<file path="src/rtl/instruction_fetch_unit_pkg.sv">
// MiniAlu shared definitions: opcode encoding and instruction field positions.
// Combinational constants only; no latency or backpressure.
package instruction_fetch_unit_pkg;

  localparam int INSN_W  = 28;
  localparam int OPC_MSB = 27;
  localparam int OPC_LSB = 24;
  localparam int TGT_MSB = 23;
  localparam int TGT_LSB = 16;

  typedef enum logic [3:0] {
    NOP  = 4'h0,
    JMP  = 4'h1,
    CALL = 4'h2,
    RET  = 4'h3,
    BLE  = 4'h4
  } opcode_e;

  localparam logic [INSN_W-1:0] NOP_WORD = {NOP, {(INSN_W-4){1'b0}}};

endpackage

</file>
<file path="src/rtl/instruction_fetch_unit_ras.sv">
// Return-address stack: LIFO of STACK_DEPTH addresses, push/pop in one cycle, top is combinational.
// Push when full and pop when empty are ignored; the caller raises the error flags.
module return_address_stack #(
  parameter int ADDR_W = 16,
  parameter int DEPTH  = 8
) (
  input  logic              clk,
  input  logic              rst,
  input  logic              push,
  input  logic              pop,
  input  logic [ADDR_W-1:0] push_dat,
  output logic [ADDR_W-1:0] top_dat,
  output logic              full,
  output logic              empty
);

  localparam int IDX_W = $clog2(DEPTH);
  localparam int SP_W  = IDX_W + 1;

  logic [ADDR_W-1:0] mem [DEPTH];
  logic [SP_W-1:0]   sp;
  logic [IDX_W-1:0]  wr_idx;
  logic [IDX_W-1:0]  rd_idx;

  assign full    = (sp == SP_W'(DEPTH));
  assign empty   = (sp == '0);
  assign wr_idx  = sp[IDX_W-1:0];
  assign rd_idx  = wr_idx - IDX_W'(1);
  assign top_dat = mem[rd_idx];

  always_ff @(posedge clk) begin
    if (rst) begin
      sp <= '0;
    end else if (push && !full) begin
      sp <= sp + SP_W'(1);
    end else if (pop && !empty) begin
      sp <= sp - SP_W'(1);
    end
  end

  // Entries carry no reset; only sp decides what is live.
  always_ff @(posedge clk) begin
    if (push && !full) begin
      mem[wr_idx] <= push_dat;
    end
  end

endmodule

</file>
<file path="src/rtl/instruction_fetch_unit.sv">
// MiniAlu fetch stage: drives ROM address, resolves JMP/CALL/RET locally, registers one instruction per cycle.
// One-cycle latency from oAddress to oInstruction; iStall freezes all state, iBranchTaken flushes one slot.
module instruction_fetch_unit
  import instruction_fetch_unit_pkg::*;
#(
  parameter int ADDR_W      = 16,
  parameter int STACK_DEPTH = 8
) (
  input  logic              Clock,
  input  logic              Reset,
  output logic [ADDR_W-1:0] oAddress,
  input  logic [INSN_W-1:0] iInstruction,
  input  logic              iStall,
  input  logic              iBranchTaken,
  input  logic [7:0]        iBranchTarget,
  output logic [INSN_W-1:0] oInstruction,
  output logic              oValid,
  output logic              oStackOverflow,
  output logic              oStackUnderflow
);

  logic [ADDR_W-1:0] pc;
  logic [ADDR_W-1:0] pc_inc;
  logic [ADDR_W-1:0] tgt_addr;
  logic [ADDR_W-1:0] ret_addr;
  logic [INSN_W-1:0] insn_q;
  logic              valid_q;
  logic              ovf_q;
  logic              udf_q;
  logic              advance;
  logic              is_call;
  logic              is_ret;
  logic              stk_full;
  logic              stk_empty;
  opcode_e           opc;

  assign opc      = opcode_e'(iInstruction[OPC_MSB:OPC_LSB]);
  assign pc_inc   = pc + ADDR_W'(1);
  assign tgt_addr = ADDR_W'(iInstruction[TGT_MSB:TGT_LSB]);
  // A flush or stall discards the fetched word, so it must not touch the stack.
  assign advance  = !iStall && !iBranchTaken;
  assign is_call  = advance && (opc == CALL);
  assign is_ret   = advance && (opc == RET);

  return_address_stack #(
    .ADDR_W (ADDR_W),
    .DEPTH  (STACK_DEPTH)
  ) u_ras (
    .clk      (Clock),
    .rst      (Reset),
    .push     (is_call),
    .pop      (is_ret),
    .push_dat (pc_inc),
    .top_dat  (ret_addr),
    .full     (stk_full),
    .empty    (stk_empty)
  );

  always_ff @(posedge Clock) begin
    if (Reset) begin
      pc      <= '0;
      insn_q  <= NOP_WORD;
      valid_q <= 1'b0;
      ovf_q   <= 1'b0;
      udf_q   <= 1'b0;
    end else if (!iStall) begin
      insn_q  <= NOP_WORD;
      valid_q <= 1'b0;
      if (iBranchTaken) begin
        pc <= ADDR_W'(iBranchTarget);
      end else begin
        case (opc)
          JMP: pc <= tgt_addr;
          CALL: begin
            pc <= tgt_addr;
            if (stk_full) ovf_q <= 1'b1;
          end
          RET: begin
            if (stk_empty) begin
              udf_q <= 1'b1;
              pc    <= pc_inc;
            end else begin
              pc <= ret_addr;
            end
          end
          default: begin
            pc      <= pc_inc;
            insn_q  <= iInstruction;
            valid_q <= 1'b1;
          end
        endcase
      end
    end
  end

  assign oAddress        = pc;
  assign oInstruction    = insn_q;
  assign oValid          = valid_q;
  assign oStackOverflow  = ovf_q;
  assign oStackUnderflow = udf_q;

endmodule
</file>
<file path="config.mk">
export PLATFORM = sky130hd
export DESIGN_NAME = instruction_fetch_unit
export DESIGN_NICKNAME = d
export VERILOG_FILES = /design/src/rtl/instruction_fetch_unit_pkg.sv /design/src/rtl/instruction_fetch_unit_ras.sv /design/src/rtl/instruction_fetch_unit.sv
export SDC_FILE = /design/constraint.sdc
export NUM_CORES = 1
export LEC_CHECK = 0
export BUFFER_PORTS_ARGS = -buffer_cell sky130_fd_sc_hd__buf_2
export CORE_MARGIN = 2
export CORE_UTILIZATION = 46
export CTS_BUF_LIST = sky130_fd_sc_hd__clkbuf_8
export CTS_CLUSTER_SIZE = 14
export DETAILED_ROUTE_END_ITERATION = 7
export PLACE_DENSITY = 0.65
export SETUP_SLACK_MARGIN = 0.5
export SLEW_MARGIN = 5
export SYNTH_ARGS = -nofsm -noshare
export SYNTH_HDL_FRONTEND = slang
export SYNTH_SLANG_ARGS = --single-unit
</file>
<file path="constraint.sdc">
create_clock -name Clock -period 4 [get_ports Clock]
set_input_delay 0.6 -clock Clock [delete_from_list [all_inputs] [get_ports Clock]]
set_output_delay 0.6 -clock Clock [all_outputs]
set_load 0.05 [all_outputs]
</file>
==> metrics.csv <==
stage,metric,value,unit
logic_synthesis,synth_mux_area_share,11.8,%
pwr,p_clk_share,34.4,%
pwr,combPwrFrac,7.4,%
die,coreArea,0.0159,sq mm
pwr,power_density,409,mW/mm^2
pwr,irDropWorstVdd,187,uV
pwr,seq_power_share,58.2,%
clock_network,cts.clk_slew.worst_paths,90,ps
detailed_routing,dr.max_layer_used,met4,
logic_synthesis,synth-simple-area-share,9.02,%
detailed_routing,met2RoutedLength,8900,um
timing,slew_violations,0,
die,die_w,131,um
status,outcome,"complete, no violations",
logic_synthesis,synth_compound_area_share,8.03,%
timing,setup_viol,0,
logic_synthesis,ys_seq_area_share,65.2,%
placement,dp_hpwl,11700,um
die,die_h,131,um
logic_synthesis,synth_top_family_by_area,multiplexers,
detailed_routing,avgViaCountPerCell,5.79,
logic_synthesis,synthesis.area,0.00746,sq mm
global_route,grt_max_degree,56,
final_layout,num_antenna_cells,0,
logic_synthesis,syn_avg_cell_area,14.5,sq um
die,ios,87,
detailed_routing,met3_length,1110,um
clock_network,cts_tree,done,
logic_synthesis,synthAdderAreaFrac,0.939,%
final_layout,areaGrowthSynthToFinish,13.9,%
placement,port_buffers,86,
detailed_routing,dr.pass1.iters,5,
critical_path,path_cells,inv_1 > ha_1 > xor2_2 > buf_4 > mux4_1 > mux2_2 > a221oi_2 > a211oi_1,
logic_synthesis,synthesis.nets,559,
pwr,p_total,3470,uW
logic_synthesis,synth_xor_area_share,2.45,%
timing,fin_skew,10.6,ps
critical_path,cp.arrival,3060,ps
clock_network,insertion_delay,460,ps
timing,period_share,69.2,%
global_route,grt_pass1_vias,4697,
critical_path,path_max_fanout,20,
final_layout,final_net_count,644,
clock_network,clock-sinks,179,
timing,tns,0,ps
critical_path,critPathRequiredTime,4290,ps
final_layout,final_common_cell,edfxtp_1,
timing,grt_setup_unrepaired,false,
die,start_util,47.0,%
pwr,intPower,2640,uW
clock_network,root_buffer,clkbuf_8,
logic_synthesis,ys_seq_elements,179,
die,rows,46,
critical_path,crit_family,multiplexers,
timing,relSlewSlack,26.8,%
clock_network,clockBufferDepth,2,
logic_synthesis,synth_ff_type,edfxtp_1,
clock_network,ctsResizeCount,0,
global_route,grt_pass1_wl,27400,um
pwr,p_leak,0.00317,uW
global_route,grt_overflow,0,
placement,gp_congestion,0.882,
final_layout,drive_gt1_share,27.6,%
critical_path,cp.buffers_inverters,2,
logic_synthesis,ys_warn_count,0,
logic_synthesis,netlist.area_leader.share,51.5,%
logic_synthesis,synthCells,514,
final_layout,final_cell_mix,"edfxtp_1, buf_2, nor2_1",
timing,fin_crit,2770,ps
global_route,antenna_found_initial,0,
die,dieArea,0.0173,sq mm
pwr,switchingPower,838,uW
final_layout,regArea,0.00487,sq mm
clock_network,htreeDepth,4,
flow_run,maxCapViolations,0,
timing,fmax,361,MHz
final_layout,multi_input_area,0.00241,sq mm
critical_path,path_class,reg -> reg,
clock_network,post-cts-setup-buffers,0,
detailed_routing,vias,4797,
logic_synthesis,synth_edf_count,128,
detailed_routing,postRouteAntennaNets,0,
detailed_routing,post_drt_wl_per_cell,21.6,um
critical_path,critPathLaunchType,register,
logic_synthesis,synthArstFlopShare,0,%
logic_synthesis,synth_area_leaders,"edfxtp_1, dfxtp_1, mux4_2, a22oi_1, mux4_1",
detailed_routing,drc,0,
critical_path,critPathSlowestCell,mux4_1,
critical_path,end_kind,register,
clock_network,cts_hold_buf,0,
detailed_routing,drt_iter0_markers,548,
min_path,hp-class,in -> reg,
detailed_routing,totalWireLength,17900,um
critical_path,cpPeakStageDelay,590,ps
clock_network,cts_buffers,17,
global_route,grtUsageTotal,21.2,%
final_layout,nFillCells,1321,
logic_synthesis,yosysUniqueCellTypes,56,
timing,hold_viol,0,
pwr,switching_share,24.1,%
detailed_routing,wl_met1,7630,um
timing,worstMarginPinSlew,1100,ps
logic_synthesis,yosysTopAreaCell,edfxtp_1,
## synthesized netlist by cell type, types with 2 or more instances
library cell  number
nand4_1            4
nor4_1             5
dfxtp_1           51
o21ai_0            8
buf_6              3
nand3b_1           2
mux4_1             8
a211oi_1           3
a22o_1             4
and3_1             6
buf_4              3
a22oi_1           30
buf_1              4
and2_1             3
ha_1               4
nor2_1            54
mux4_2            25
a221oi_1           3
nor3_1            10
or4_1              5
buf_2              4
a21oi_1           17
nand2_1           28
edfxtp_1         128
or2_2              2
a2111oi_0          4
mux2_2             4
mux2i_1            6
o22ai_1            7
clkbuf_1          18
nand2b_1           2
xor2_1            10
xnor2_1            9
nand3_1           10
inv_1              9
## per-stage QoR
step           hold slack (ps)  setup WS, ps  utilization, %  cell area (sq um)  std cells
2_1_floorplan              590           737               -               7460        514
3_3_place_gp               448          1280            51.0               8110        796
3_5_place_dp               479          1190            51.0               8110        796
4_1_cts                    349          1210            53.5               8500        828
5_1_grt                    363          1040            53.5               8500        828
6_report                   378          1230            53.5               8500        828
## path summary, 6_finish.rpt
path | startpoint | to | slack [ps] | cells past startpoint
worst min-delay path | iInstruction[3] | oInstruction[3] | 380 | 3
worst min register to register | oStackOverflow | oStackOverflow | 500 | 2
worst max-delay path | u_ras.sp[1] | oAddress[10] | 1230 | 8
worst max register to register | u_ras.sp[1] | oAddress[10] | 1230 | 8
## sequential cells by signal, summed over array words and instances (netlist names)
signal,cells
oInstruction,28
u_ras.sp,4
u_ras.mem,128
oValid,1
oStackUnderflow,1
oStackOverflow,1
oAddress,16
## cells by family (layout without fill, tap and decap cells)
kind of cell / after synthesis / after routing
AOI/OAI and AO/OA: 86 / 86
and+or+nand+nor: 139 / 139
buffers and inverters: 42 / 140
adders and majority gates: 5 / 5
muxes: 43 / 43
DFF: 179 / 179
xor gates and xnor gates: 20 / 20
## area by class of cell
class / instances / area share [%]
Clock buffer: 17 / 2.75
Clock inverter: 15 / 1.87
Inverter: 10 / 0.442
Multi-Input combinational cell: 293 / 28.4
Sequential cell: 179 / 57.2
Tap cell: 216 / 3.18
Timing Repair Buffer: 98 / 6.12
## power by group through the flow
stage	logic (uW)	registers [uW]	clock network [uW]
after floorplan	117	2120	0
after global placement	250	2060	0
after detailed placement	256	2060	0
after CTS	256	2020	1230
after global routing	275	2020	1310
final	258	2020	1200
## worst register-to-register path: cells and delay by family (launching register included)
family,cells,cell delay [ps]
AO/OA/AOI/OAI,2,290
XOR/XNOR,1,150
adder cells (fa/ha/maj),1,320
buffers and inverters,2,440
flip-flops,1,530
multiplexers,2,870
## layer usage
| metal | track usage [%] | vias to the layer above |
|---|---|---|
| li1 | - | 2163 |
| met1 | 28.0 | 2455 |
| met2 | 34.9 | 161 |
| met3 | 5.56 | 18 |
| met4 | 6.28 | 0 |
| met5 | 0 | - |
Power figures use the tool's default switching activity.
